$ cat src/rtl/dynamic_display_scan_ctrl.sv
// Scan controller for two 4-digit multiplexed 7-segment displays.
// Each frame has two parts. First, a one-cycle LOAD snapshots the source data.
// Then the four digits are visited in order, each with an optional blank phase
// followed by a drive phase.
// Optional build macro: DD_ZERO_SUPPRESS_EN blanks leading zero nibbles in hex mode.
module dynamic_display_scan_ctrl #(
    parameter int unsigned            COUNT_WIDTH  = 28,
    parameter logic [COUNT_WIDTH-1:0] SCAN_COUNT   = 28'h3000,
    parameter int unsigned            BLANK_CYCLES = 4
) (
    input  logic        clk,
    input  logic        rstN,
    input  logic        ledCtrl,
    input  logic [31:0] cycleCount,
    input  logic [31:0] sortCount,
    input  logic [63:0] userSeg,
    output logic [15:0] ddSeg,
    output logic [7:0]  ddGate,
    output logic        frameTick
);

    localparam bit                     HAS_BLANK  = (BLANK_CYCLES != 0);
    localparam logic [COUNT_WIDTH-1:0] SCAN_LAST  = SCAN_COUNT - 1'b1;
    localparam logic [COUNT_WIDTH-1:0] BLANK_LAST =
        HAS_BLANK ? COUNT_WIDTH'(BLANK_CYCLES - 1) : '0;

    typedef enum logic [1:0] {
        StLoad  = 2'd0,
        StBlank = 2'd1,
        StDrive = 2'd2
    } state_t;

    state_t                 r_state;
    logic [COUNT_WIDTH-1:0] r_cnt;
    logic [1:0]             r_digit;
    logic                   r_snap_mode;
    logic [15:0]            r_snap_cycle;
    logic [15:0]            r_snap_sort;
    logic [63:0]            r_snap_user;
    logic [15:0]            r_dd_seg;
    logic [7:0]             r_dd_gate;
    logic                   r_frame_tick;

    logic [15:0]            w_drive_seg;
    logic [7:0]             w_drive_gate;
    logic [3:0]             w_digit_gate;
    logic                   w_unused_hi;

    // Only the low halves of the counters are ever displayed.
    assign w_unused_hi = ^{cycleCount[31:16], sortCount[31:16]};

    // 7-segment pattern for one digit of one display, {dp,g,f,e,d,c,b,a}.
    function automatic logic [7:0] seg_pattern(
        input logic        mode,
        input logic [15:0] val,
        input logic [31:0] user,
        input logic [1:0]  digit
    );
        logic [1:0]  digit_inv;
        logic [15:0] val_sh;
        logic [31:0] user_sh;
        logic [7:0]  pat;
        digit_inv = 2'd3 - digit;
        // Digit 0 is the leftmost, i.e. the most significant nibble / top user byte.
        val_sh    = val >> {digit_inv, 2'b00};
        user_sh   = user >> {digit_inv, 3'b000};
        if (mode) begin
            pat = user_sh[7:0];
        end else begin
            unique case (val_sh[3:0])
                4'h0: pat = 8'h3F;
                4'h1: pat = 8'h06;
                4'h2: pat = 8'h5B;
                4'h3: pat = 8'h4F;
                4'h4: pat = 8'h66;
                4'h5: pat = 8'h6D;
                4'h6: pat = 8'h7D;
                4'h7: pat = 8'h07;
                4'h8: pat = 8'h7F;
                4'h9: pat = 8'h6F;
                4'hA: pat = 8'h77;
                4'hB: pat = 8'h7C;
                4'hC: pat = 8'h39;
                4'hD: pat = 8'h5E;
                4'hE: pat = 8'h79;
                default: pat = 8'h71;
            endcase
`ifdef DD_ZERO_SUPPRESS_EN
            // All nibbles up to and including this one are zero -> leading zero.
            // The rightmost digit always shows, so a value of 0 reads as "0".
            if ((val_sh == 16'h0) && (digit != 2'd3)) begin
                pat = 8'h00;
            end
`endif
        end
        return pat;
    endfunction

    // Drive-phase segment and gate values for the current digit, from the snapshot.
    always_comb begin
        w_digit_gate = 4'b0001 << r_digit;
        w_drive_gate = {w_digit_gate, w_digit_gate};
        w_drive_seg  = {seg_pattern(r_snap_mode, r_snap_sort,  r_snap_user[63:32], r_digit),
                        seg_pattern(r_snap_mode, r_snap_cycle, r_snap_user[31:0],  r_digit)};
    end

    // Scan FSM; outputs are registered and reflect the state handled at each edge.
    always_ff @(posedge clk or negedge rstN) begin
        if (!rstN) begin
            r_state      <= StLoad;
            r_cnt        <= '0;
            r_digit      <= 2'd0;
            r_snap_mode  <= 1'b0;
            r_snap_cycle <= 16'h0;
            r_snap_sort  <= 16'h0;
            r_snap_user  <= 64'h0;
            r_dd_seg     <= 16'h0;
            r_dd_gate    <= 8'h0;
            r_frame_tick <= 1'b0;
        end else begin
            r_frame_tick <= 1'b0;
            r_dd_seg     <= 16'h0;
            r_dd_gate    <= 8'h0;
            unique case (r_state)
                StLoad: begin
                    r_snap_mode  <= ledCtrl;
                    r_snap_cycle <= cycleCount[15:0];
                    r_snap_sort  <= sortCount[15:0];
                    r_snap_user  <= userSeg;
                    r_frame_tick <= 1'b1;
                    r_digit      <= 2'd0;
                    r_cnt        <= '0;
                    r_state      <= HAS_BLANK ? StBlank : StDrive;
                end
                StBlank: begin
                    if (r_cnt == BLANK_LAST) begin
                        r_cnt   <= '0;
                        r_state <= StDrive;
                    end else begin
                        r_cnt <= r_cnt + 1'b1;
                    end
                end
                StDrive: begin
                    r_dd_gate <= w_drive_gate;
                    r_dd_seg  <= w_drive_seg;
                    if (r_cnt == SCAN_LAST) begin
                        r_cnt <= '0;
                        if (r_digit == 2'd3) begin
                            r_state <= StLoad;
                        end else begin
                            r_digit <= r_digit + 1'b1;
                            r_state <= HAS_BLANK ? StBlank : StDrive;
                        end
                    end else begin
                        r_cnt <= r_cnt + 1'b1;
                    end
                end
                default: begin
                    r_cnt   <= '0;
                    r_state <= StLoad;
                end
            endcase
        end
    end

    assign ddSeg     = r_dd_seg;
    assign ddGate    = r_dd_gate;
    assign frameTick = r_frame_tick;

endmodule

$ cat config.mk
export PLATFORM = sky130hd
export DESIGN_NAME = dynamic_display_scan_ctrl
export DESIGN_NICKNAME = d
export VERILOG_FILES = /design/src/rtl/dynamic_display_scan_ctrl.sv
export SDC_FILE = /design/constraint.sdc
export NUM_CORES = 1
export LEC_CHECK = 0
export ABC_CLOCK_PERIOD_IN_PS = 3100
export BUFFER_PORTS_ARGS = -buffer_cell sky130_fd_sc_hd__buf_2
export CAP_MARGIN = 20
export CORE_ASPECT_RATIO = 0.8
export CORE_UTILIZATION = 55
export CTS_CLUSTER_SIZE = 24
export DETAILED_ROUTE_END_ITERATION = 10
export PLACE_DENSITY = 0.87
export REMOVE_ABC_BUFFERS = 1
export SLEW_MARGIN = 20
export SYNTH_ARGS = -nofsm -noshare
export SYNTH_HDL_FRONTEND = slang
export SYNTH_SLANG_ARGS = --single-unit
$ cat constraint.sdc
create_clock -name clk -period 3.1 [get_ports clk]
set_clock_uncertainty 0.05 [all_clocks]
set_input_delay 0.62 -clock clk [delete_from_list [all_inputs] [get_ports clk]]
set_output_delay 0.62 -clock clk [all_outputs]
set_load 0.05 [all_outputs]
* Word level (Yosys, flattened, before mapping) *
Memories as Yosys holds them, arrays and structs flattened.
Cells that the tools add are included.

storage, ports and cells
  ROM bits = 224
  register bits after elaboration = 154
  input port bits = 131
  latch bits = 0
  RAM bits = 0
  memories = 2

operators by class
  bitwise logic cells = 0
  shift-type cells = 5
  mux-type cells = 15
  divide/modulo/power cells = 0
  $mul = 0
  reductions and logical operators = 4
  eq/ne operators = 8
  add/subtract/negate cells = 3
  $lt $le $gt $ge = 0

memories
  name             depth  bits a word  rd ports  clocked after Yosys merged registers in  wr ports  line  RTL
  (no name shown)  16     7            1         0                                        0         70    unique case (val_sh[3:0])
  (no name shown)  16     7            1         0                                        0         70

operator list
  operator               number
  $shr 32x5->8           2
  $mux 28                2
  $pmux 28 s2            1
  $shr 16x4->4           2
  $add 28x1->28 const B  1
  $eq 28x14->1 const B   1
  $eq 28x2->1 const B    1
  $mux 8                 3
  $mux 16                1
  $mux 2                 4
  $ne 2x2->1 const B     3
  $pmux 2 s3             1
  $eq 2x2->1 const B     2
  $pmux 2 s2             1
  $shl 1x2->4 const A    1
  $reduce_and 3->1       1
  $add 2x1->2 const B    1
  $eq 2x1->1 const B     1
  $logic_not 2->1        1
  $mux 1                 2
  $reduce_and 2->1       1
  $reduce_bool 2->1      1
  $sub 2x2->2 const A    1

* Logic depth before layout (Yosys ltp) *
Gate-level depths: netlist of the first run.
An unclocked memory read counts as a cell.

  depth in word-level cells = 5
  mapped depth = 12

* Worst setup path after synthesis of the first run *
No wires, ideal clock.

  path kind = register to register
  start point = register r_digit[0]
  end point = register r_dd_seg[0] (netlist: ddSeg[0])
  path slack = 746 ps
  buffers on the path = 3
  data required time = 2930 ps
  stages on the path, launching flop included = 12
  arrival time = 2184 ps
  setup time = 120 ps
  path through = dfrtp_1 -> buf_2 -> buf_2 -> buf_4 -> mux2i_1 -> mux2_2 -> inv_1 -> ha_1 -> mux2i_1 -> o2111ai_1 -> a21oi_1 -> a31o_2

on the way
  word-level cells in the longest chain between the ends = 5
  elaborated cells between the ends (all ways) = 6

ends and longest elaborated chain
  element                 line  RTL
  from (decl)             35    logic [1:0] r_digit;
  from (signal assigned)  151   r_digit <= r_digit + 1'b1;
  $sub 2x2->2 *           63    digit_inv = 2'd3 - digit;
  $shr 16x4->4            65    val_sh = val >> {digit_inv, 2'b00};
  $mem_v2 16x7            n/a
  $mux 8 *                67    if (mode) begin
  $mux 16 *               124   unique case (r_state)
  to (signal assigned)    145   r_dd_seg <= w_drive_seg;
  to (decl)               40    logic [15:0] r_dd_seg;

Every way passes the cells marked *; elsewhere a longest branch is shown, timed or not.
A chain may end at the register's enable or synchronous reset.

* Worst setup path in the final report of the first run *
  start point = register r_digit[1]
  end point = register r_dd_seg[0] (netlist: ddSeg[0])

The elaborated chain is that of the path after synthesis.

==> impl_metrics.yaml, run 1 <==
synth:
  synth_top_area_frac: 0.508
  yosysUniqueCellTypes: 46
  synthCells: 593
  syn_area_sq_um: 7380
  synth_top_family_by_area: "multiplexers"
  synth-compound-area-share: 0.0422
  ys_async_sr_fraction: 1.00
  synth_seq_cells: 150
  ys_warn_count: 0
  synthXorXnorAreaFrac: 0.0344
  synth_ff_type: "dfrtp_1"
  synthTopCellsByArea: "dfrtp_1 51%, mux2_2 16%, mux4_2 6.7%, ha_1 3.6%, xnor2_1 2.8%"
  synthAdderAreaFrac: 0.0356
  synthSimpleGateAreaFrac: 0.0988
  synth_mux_area_frac: 0.247
  synth_top_area_cell: "dfrtp_1"
  synth_edf_count: 0
  seq_area_frac_synth: 0.508
  avgSynthCellArea_sq_um: 12.5
timing:
  rsz0062_at_grt: "no"
  period_needed_ns: 2.49
  finalCritPeriodShare: 0.804
  fin_ws_ns: 0.606
  setup_viol: 0
  fmax_mhz: 401
  hold_viol: 0
  worst_slew_pin_slew_ns: 0.837
  slew_violations: 0
  slew-limit-headroom: 0.442
detailed_routing:
  first_pass_iters: 5
  drc_errors: 0
  via_per_inst: 5.76
  drtAntennaViolNets: 0
  avgRoutedWirePerCell_um: 18.5
  vias: 5155
  drtIter0Drc: 411
  drt_wl_total_mm: 16.6
setup_path:
  reg2reg_to: "ddSeg[0]"
  start_kind: "flop"
  arrival_ns: 2.76
  worstSetupPathType: "reg2reg"
  regToRegSetupSlack_ns: 0.61
  end_kind: "flop"
  rr_worst_depth: 7
  worstReg2RegStart: "r_digit[1]"
  cp.required_ns: 3.37
  path_max_fanout: 14
clocking:
  clk_latency_ns: 0.43
  clk_pin_slew_ns: 0.06
  clk_path_buf_depth: 2
  htreeDepth: 4
  clockRootBuffer: "clkbuf_16"
  cts_setup_buffers: 0
  cts.sinks: 150
  cts_hold_buffers: 0
  tritoncts: "done"
  cts_buffers: 17
  cts_resized: 0
global_routing:
  grt_pass1_vias: 5392
  grtUsageTotal: 0.254
  antenna_found_initial: 1
  grt_pass1_wl_mm: 27.1
  overflow: 0
  grt_max_degree: 73
floorplan:
  initial_core_util: 0.570
  core-area_sq_um: 13000
  dieArea_sq_um: 13900
  die-height_um: 106
  die_w_um: 132
  boundaryPins: 156
  std_cell_rows: 37
min_path:
  hp-class: "in2async"
cells_and_area:
  regArea_sq_um: 3750
  multi_input_comb_area_sq_um: 3400
  final_area_sq_um: 8770
  nFillCells: 928
  layout.nets: 860
  antenna_cells: 0
  area.growth.synth_to_final_pct: 18.7
  layout-drive-gt1-share: 0.414
pwr:
  ir_drop_v: 0.000378
  p_leak_uw: 0.00381
  power_density_nw_per_um2: 527
placement:
  place_congestion: 0.894
  placed_cell_area_sq_um: 8160
  pre_cts_slack_ns: 0.634
  portBuffers: 123
  hpwl_mm: 11.6
outcome:
  status: "finished, final reports clean"
flow_run:
  drv_cap: 0
flip-flops by register name, summed over array words and instances, names as in the netlist:
| register | flops |
|---|---|
| r_snap_user | 64 |
| r_snap_sort | 16 |
| r_snap_mode | 1 |
| r_digit | 2 |
| ddSeg | 16 |
| r_state | 2 |
| r_snap_cycle | 16 |
| r_cnt | 28 |
| ddGate | 4 |
| frameTick | 1 |
stage by stage:
stage	utilization	power, uW	setup TNS [ns]	hold slack [ns]	instances
final	0.676	4620	0	0.143	895
after global routing	0.676	4760	0	0.207	895
after global placement	0.629	2470	0	0.394	864
after CTS	0.676	4640	0	0.176	895
after floorplan	-	2320	-35.51	0.274	556
after detailed placement	0.629	2500	0	0.425	864
critical path, cell delays in order, from the launching register on:
cell and delay (ns):
dfrtp_1 0.78, mux2_2 0.49, inv_1 0.13, ha_1 0.26, mux2i_1 0.12, o2111ai_1 0.22, a21oi_1 0.10, a31o_2 0.23
power by group:
part           internal, uW  switching (uW)
Combinational           163             212
Clock                  1340             812
Sequential             2040            49.0
Total                  3550            1070
kinds of logic (layout without fill, tap and decap cells):
kind of cell	Yosys count	in the layout
and+or+nand+nor	149	149
DFF	150	150
xor gates and xnor gates	29	29
adders and majority gates	21	21
AOI/OAI and AO/OA	48	48
buffers and inverters	54	181
muxes	142	142
cell usage after synthesis (3+ instances only):
cell,instances
dfrtp_1,150
mux2_2,103
nor2_1,52
nand2_1,25
xnor2_1,24
mux4_2,22
clkbuf_1,21
ha_1,21
a21oi_1,17
mux2i_1,17
nand3_1,17
inv_1,16
o21ai_0,15
nor3_1,12
buf_2,8
nand4_1,8
and3_1,7
nor4_1,7
and2_1,5
buf_4,5
xor2_1,5
a31o_2,3
nand2b_1,3
nand3b_1,3
per-layer routing:
layer  track usage  wire length (um)  vias up  part of all wire
li1              -                 -     2331                 -
met2         0.400              8030      163              0.48
met1         0.332              7250     2626              0.44
met3        0.0659               911       33             0.055
met5             0                13        -           0.00079
met4         0.116               349        2             0.021
cell usage in the layout, fill, tap and decap left out, types with 2 or more instances in the layout:
| master | n |
|---|---|
| a31o_2 | 3 |
| and4_1 | 2 |
| inv_1 | 16 |
| mux4_2 | 22 |
| nand2b_1 | 3 |
| clkbuf_16 | 17 |
| xnor2_1 | 24 |
| ha_1 | 20 |
| buf_2 | 122 |
| buf_4 | 8 |
| nand2_1 | 25 |
| dfrtp_1 | 149 |
| nor3_1 | 12 |
| nand3_1 | 17 |
| nand3b_1 | 3 |
| clkinv_4 | 3 |
| a21oi_1 | 17 |
| mux2_2 | 103 |
| nor4_1 | 7 |
| and3_1 | 7 |
| and2_1 | 5 |
| xor2_1 | 5 |
| or3_1 | 2 |
| buf_12 | 2 |
| mux2i_1 | 17 |
| nor2_1 | 52 |
| o2111ai_1 | 2 |
| clkbuf_1 | 2 |
| clkinv_2 | 3 |
| o311ai_0 | 2 |
| o21ai_0 | 15 |
| bufinv_16 | 4 |
| nand4_1 | 8 |
worst max-delay path by stage:
stage | startpoint | to | cells past startpoint
final | r_digit[1] | ddSeg[0] | 7
after global routing | r_cnt[0] | r_cnt[23] | 6
after CTS | r_digit[1] | ddSeg[0] | 7
after detailed placement | r_cnt[0] | r_cnt[23] | 6
after global placement | r_cnt[0] | r_cnt[5] | 6
after floorplan | r_state[0] | r_snap_cycle[0] | 3
cell type report:
cell class	instances	area share
clock buffers	19	0.0494
well taps	175	0.0250
flip-flops and latches	150	0.428
multi-input cells	389	0.387
inverters	17	0.00728
clock inverters	12	0.0203
repair buffers	133	0.0824
Note: power is estimated with default switching activity, not from simulation.
==> run 2: changes to the inputs <==
--- a/config.mk
+++ b/config.mk
@@ -5,14 +5,14 @@
 export SDC_FILE = /design/constraint.sdc
 export NUM_CORES = 1
 export LEC_CHECK = 0
-export ABC_CLOCK_PERIOD_IN_PS = 3100
+export ABC_CLOCK_PERIOD_IN_PS = 2100
 export BUFFER_PORTS_ARGS = -buffer_cell sky130_fd_sc_hd__buf_2
 export CAP_MARGIN = 20
 export CORE_ASPECT_RATIO = 0.8
-export CORE_UTILIZATION = 55
+export CORE_UTILIZATION = 50
 export CTS_CLUSTER_SIZE = 24
 export DETAILED_ROUTE_END_ITERATION = 10
-export PLACE_DENSITY = 0.87
+export PLACE_DENSITY = 0.84
 export REMOVE_ABC_BUFFERS = 1
 export SLEW_MARGIN = 20
 export SYNTH_ARGS = -nofsm -noshare
==> constraint.sdc (replaced) <==
create_clock -name clk -period 2.1 [get_ports clk]
set_clock_uncertainty 0.05 [all_clocks]
set_input_delay 0.42 -clock clk [delete_from_list [all_inputs] [get_ports clk]]
set_output_delay 0.42 -clock clk [all_outputs]
set_load 0.05 [all_outputs]
==> run 2 against run 1 <==
Effect of this change: the flow now finishes with violations (negative setup slack); clock power increased by 28%; non-clock buffer count up 42; via count is 7.4% higher; sequential cell count unchanged; highest routed layer is now met4; first-iteration DRC count fell by 6.1%; combinational power grew 75%; sequential power rose by 47%; cell area increased by 6.6%.
==> impl_metrics.yaml, run 2 (synthesized netlist as in run 1, its figures left out) <==
setup_path:
  crit_path_cell_trace: "buf_12 > mux4_2 > inv_2 > ha_1 > nand3b_1 > o2111ai_1 > a21oi_2 > a31o_2"
  regToRegSetupSlack_ns: -0.1
  max_stage_delay_ns: 0.53
  start_kind: "flop"
  worstSetupPathType: "reg2reg"
  crit_slowest_cell: "mux4_2"
  cp.required_ns: 2.36
  arrival_ns: 2.46
  end_kind: "flop"
  path_max_fanout: 6
timing:
  slew_violations: 0
  setup_viol: 30
  fmax_mhz: 455
  slew-limit-headroom: 0.684
  period_needed_ns: 2.20
  fin_ws_ns: -0.0957
  finalCritPeriodShare: 1.05
  hold_viol: 0
  rsz0062_at_grt: "yes"
  worst_slew_pin_slew_ns: 0.474
global_routing:
  grt_pass1_vias: 5534
  grt_max_degree: 48
  grt_pass1_wl_mm: 28.1
  grtUsageTotal: 0.243
  antenna_found_initial: 1
  overflow: 0
cells_and_area:
  layout_common_cells: "149 x dfrtp_1, 122 x buf_2, 101 x mux2_2, 37 x nor2_1, 36 x buf_4"
  final_util: 0.652
  regArea_sq_um: 3760
  largest_reg_flops: 64
  nFillCells: 1020
  final_area_sq_um: 9350
  layout-drive-gt1-share: 0.493
  top_regs: "r_snap_user (64), r_cnt (28)"
  multi_input_comb_area_sq_um: 3620
  layout.nets: 902
  regMostFlops: "r_snap_user"
  final_common_cell: "dfrtp_1"
  area.growth.synth_to_final_pct: 26.6
floorplan:
  initial_core_util: 0.515
  boundaryPins: 156
  std_cell_rows: 39
  core-area_sq_um: 14300
  dieArea_sq_um: 15300
  die_w_um: 138
  die-height_um: 111
placement:
  portBuffers: 123
  placed_cell_area_sq_um: 8420
  pre_cts_slack_ns: -0.118
  hpwl_mm: 11.9
  place_congestion: 0.879
pwr:
  clkPwrFrac: 0.425
  total_power_uw: 6500
  switching_share: 0.245
  ir_drop_v: 0.000623
  power_frac_comb: 0.101
  p_seq_frac: 0.474
  p_leak_uw: 0.00400
  power_density_nw_per_um2: 695
  p_sw_uw: 1590
  p_int_uw: 4910
outcome:
  status: "finished, violations left"
  violations: "negative setup slack"
clocking:
  clk_latency_ns: 0.43
  clk_pin_slew_ns: 0.06
  clk_path_buf_depth: 2
  htreeDepth: 4
  tritoncts: "done"
  clockRootBuffer: "clkbuf_16"
  cts.sinks: 150
  cts_buffers: 17
detailed_routing:
  via_per_inst: 5.86
  first_pass_iters: 5
  avgRoutedWirePerCell_um: 20.0
  drt_wl_total_mm: 18.9
  drc_errors: 0
  drtAntennaViolNets: 0
  vias: 5539
  drtIter0Drc: 386
flow_run:
  drv_cap: 0
min_path:
  hp-class: "in2reg"
[run 2: cell types whose count changed in the layout (fill, tap and decap cells not counted), moves of 6 or more]
cell	change
buf_6	+6
buf_12	+6
buf_4	+28
ha_4	+7
o21ai_1	+8
nor2_4	+7
ha_1	-9
o21ai_0	-8
nor2_1	-15
nor2_2	+8
[run 2: worst paths after layout]
| check | cells after the start | end | startpoint |
|---|---|---|---|
| max in group asynchronous | 3 | ddGate[3] | rstN |
| max | 8 | ddSeg[8] | r_digit[0] |
| min | 2 | r_snap_user[6] | userSeg[6] |
| min reg2reg | 1 | r_snap_user[33] | r_snap_user[33] |
| min in group asynchronous | 2 | r_snap_user[31] | rstN |
| max reg2reg | 8 | ddSeg[8] | r_digit[0] |
[run 2: stage by stage]
stage / setup TNS (ns) / std cells / hold slack [ns]
2_1_floorplan: -149.95 / 556 / 0.0744
3_3_place_gp: -0.375 / 899 / 0.328
3_5_place_dp: -0.838 / 899 / 0.338
4_1_cts: -0.00673 / 933 / 0.162
5_1_grt: -3.59 / 945 / 0.166
6_report: -0.818 / 945 / 0.170
[run 2: layout make-up]
cell class              count  share of cell area
flip-flops and latches    150               0.402
clock inverters             9             0.00897
clock buffers              20              0.0467
multi-input cells         389               0.387
repair buffers            175               0.124
diodes                      1            0.000268
inverters                  17             0.00683
well taps                 184              0.0246
[run 2: worst max-delay path, delay by kind of cell, from the launching register on]
family | cells | cell delay [ns]
AO/OA/AOI/OAI | 3 | 0.40
adder cells (fa/ha/maj) | 1 | 0.22
buffers and inverters | 2 | 0.27
flip-flops | 1 | 0.49
multiplexers | 1 | 0.53
AND/OR/NAND/NOR | 1 | 0.13
[run 2: routing by layer]
layer,vias to the layer above,track usage,part of all wire
met5,-,0,0
met4,0,0.0819,0.028
met3,51,0.0649,0.068
met2,251,0.384,0.50
met1,2804,0.324,0.41
li1,2433,-,-
[run 2: timing repair]
action,CTS,global route
hold buffers,1,0
pin swaps,1,21
endpoints found under the hold margin,43,0
cloned,0,2
gates resized for setup,12,59
buffers inserted,4,10
setup endpoints to repair,12,45
[run 2: power by group through the flow]
stage | Clock (uW) | Combinational, uW | Sequential, uW
floorplan | 0 | 218 | 3210
global placement | 0 | 565 | 3120
global route | 2910 | 706 | 3090
detailed placement | 0 | 590 | 3130
CTS | 2790 | 606 | 3080
finish | 2760 | 656 | 3080
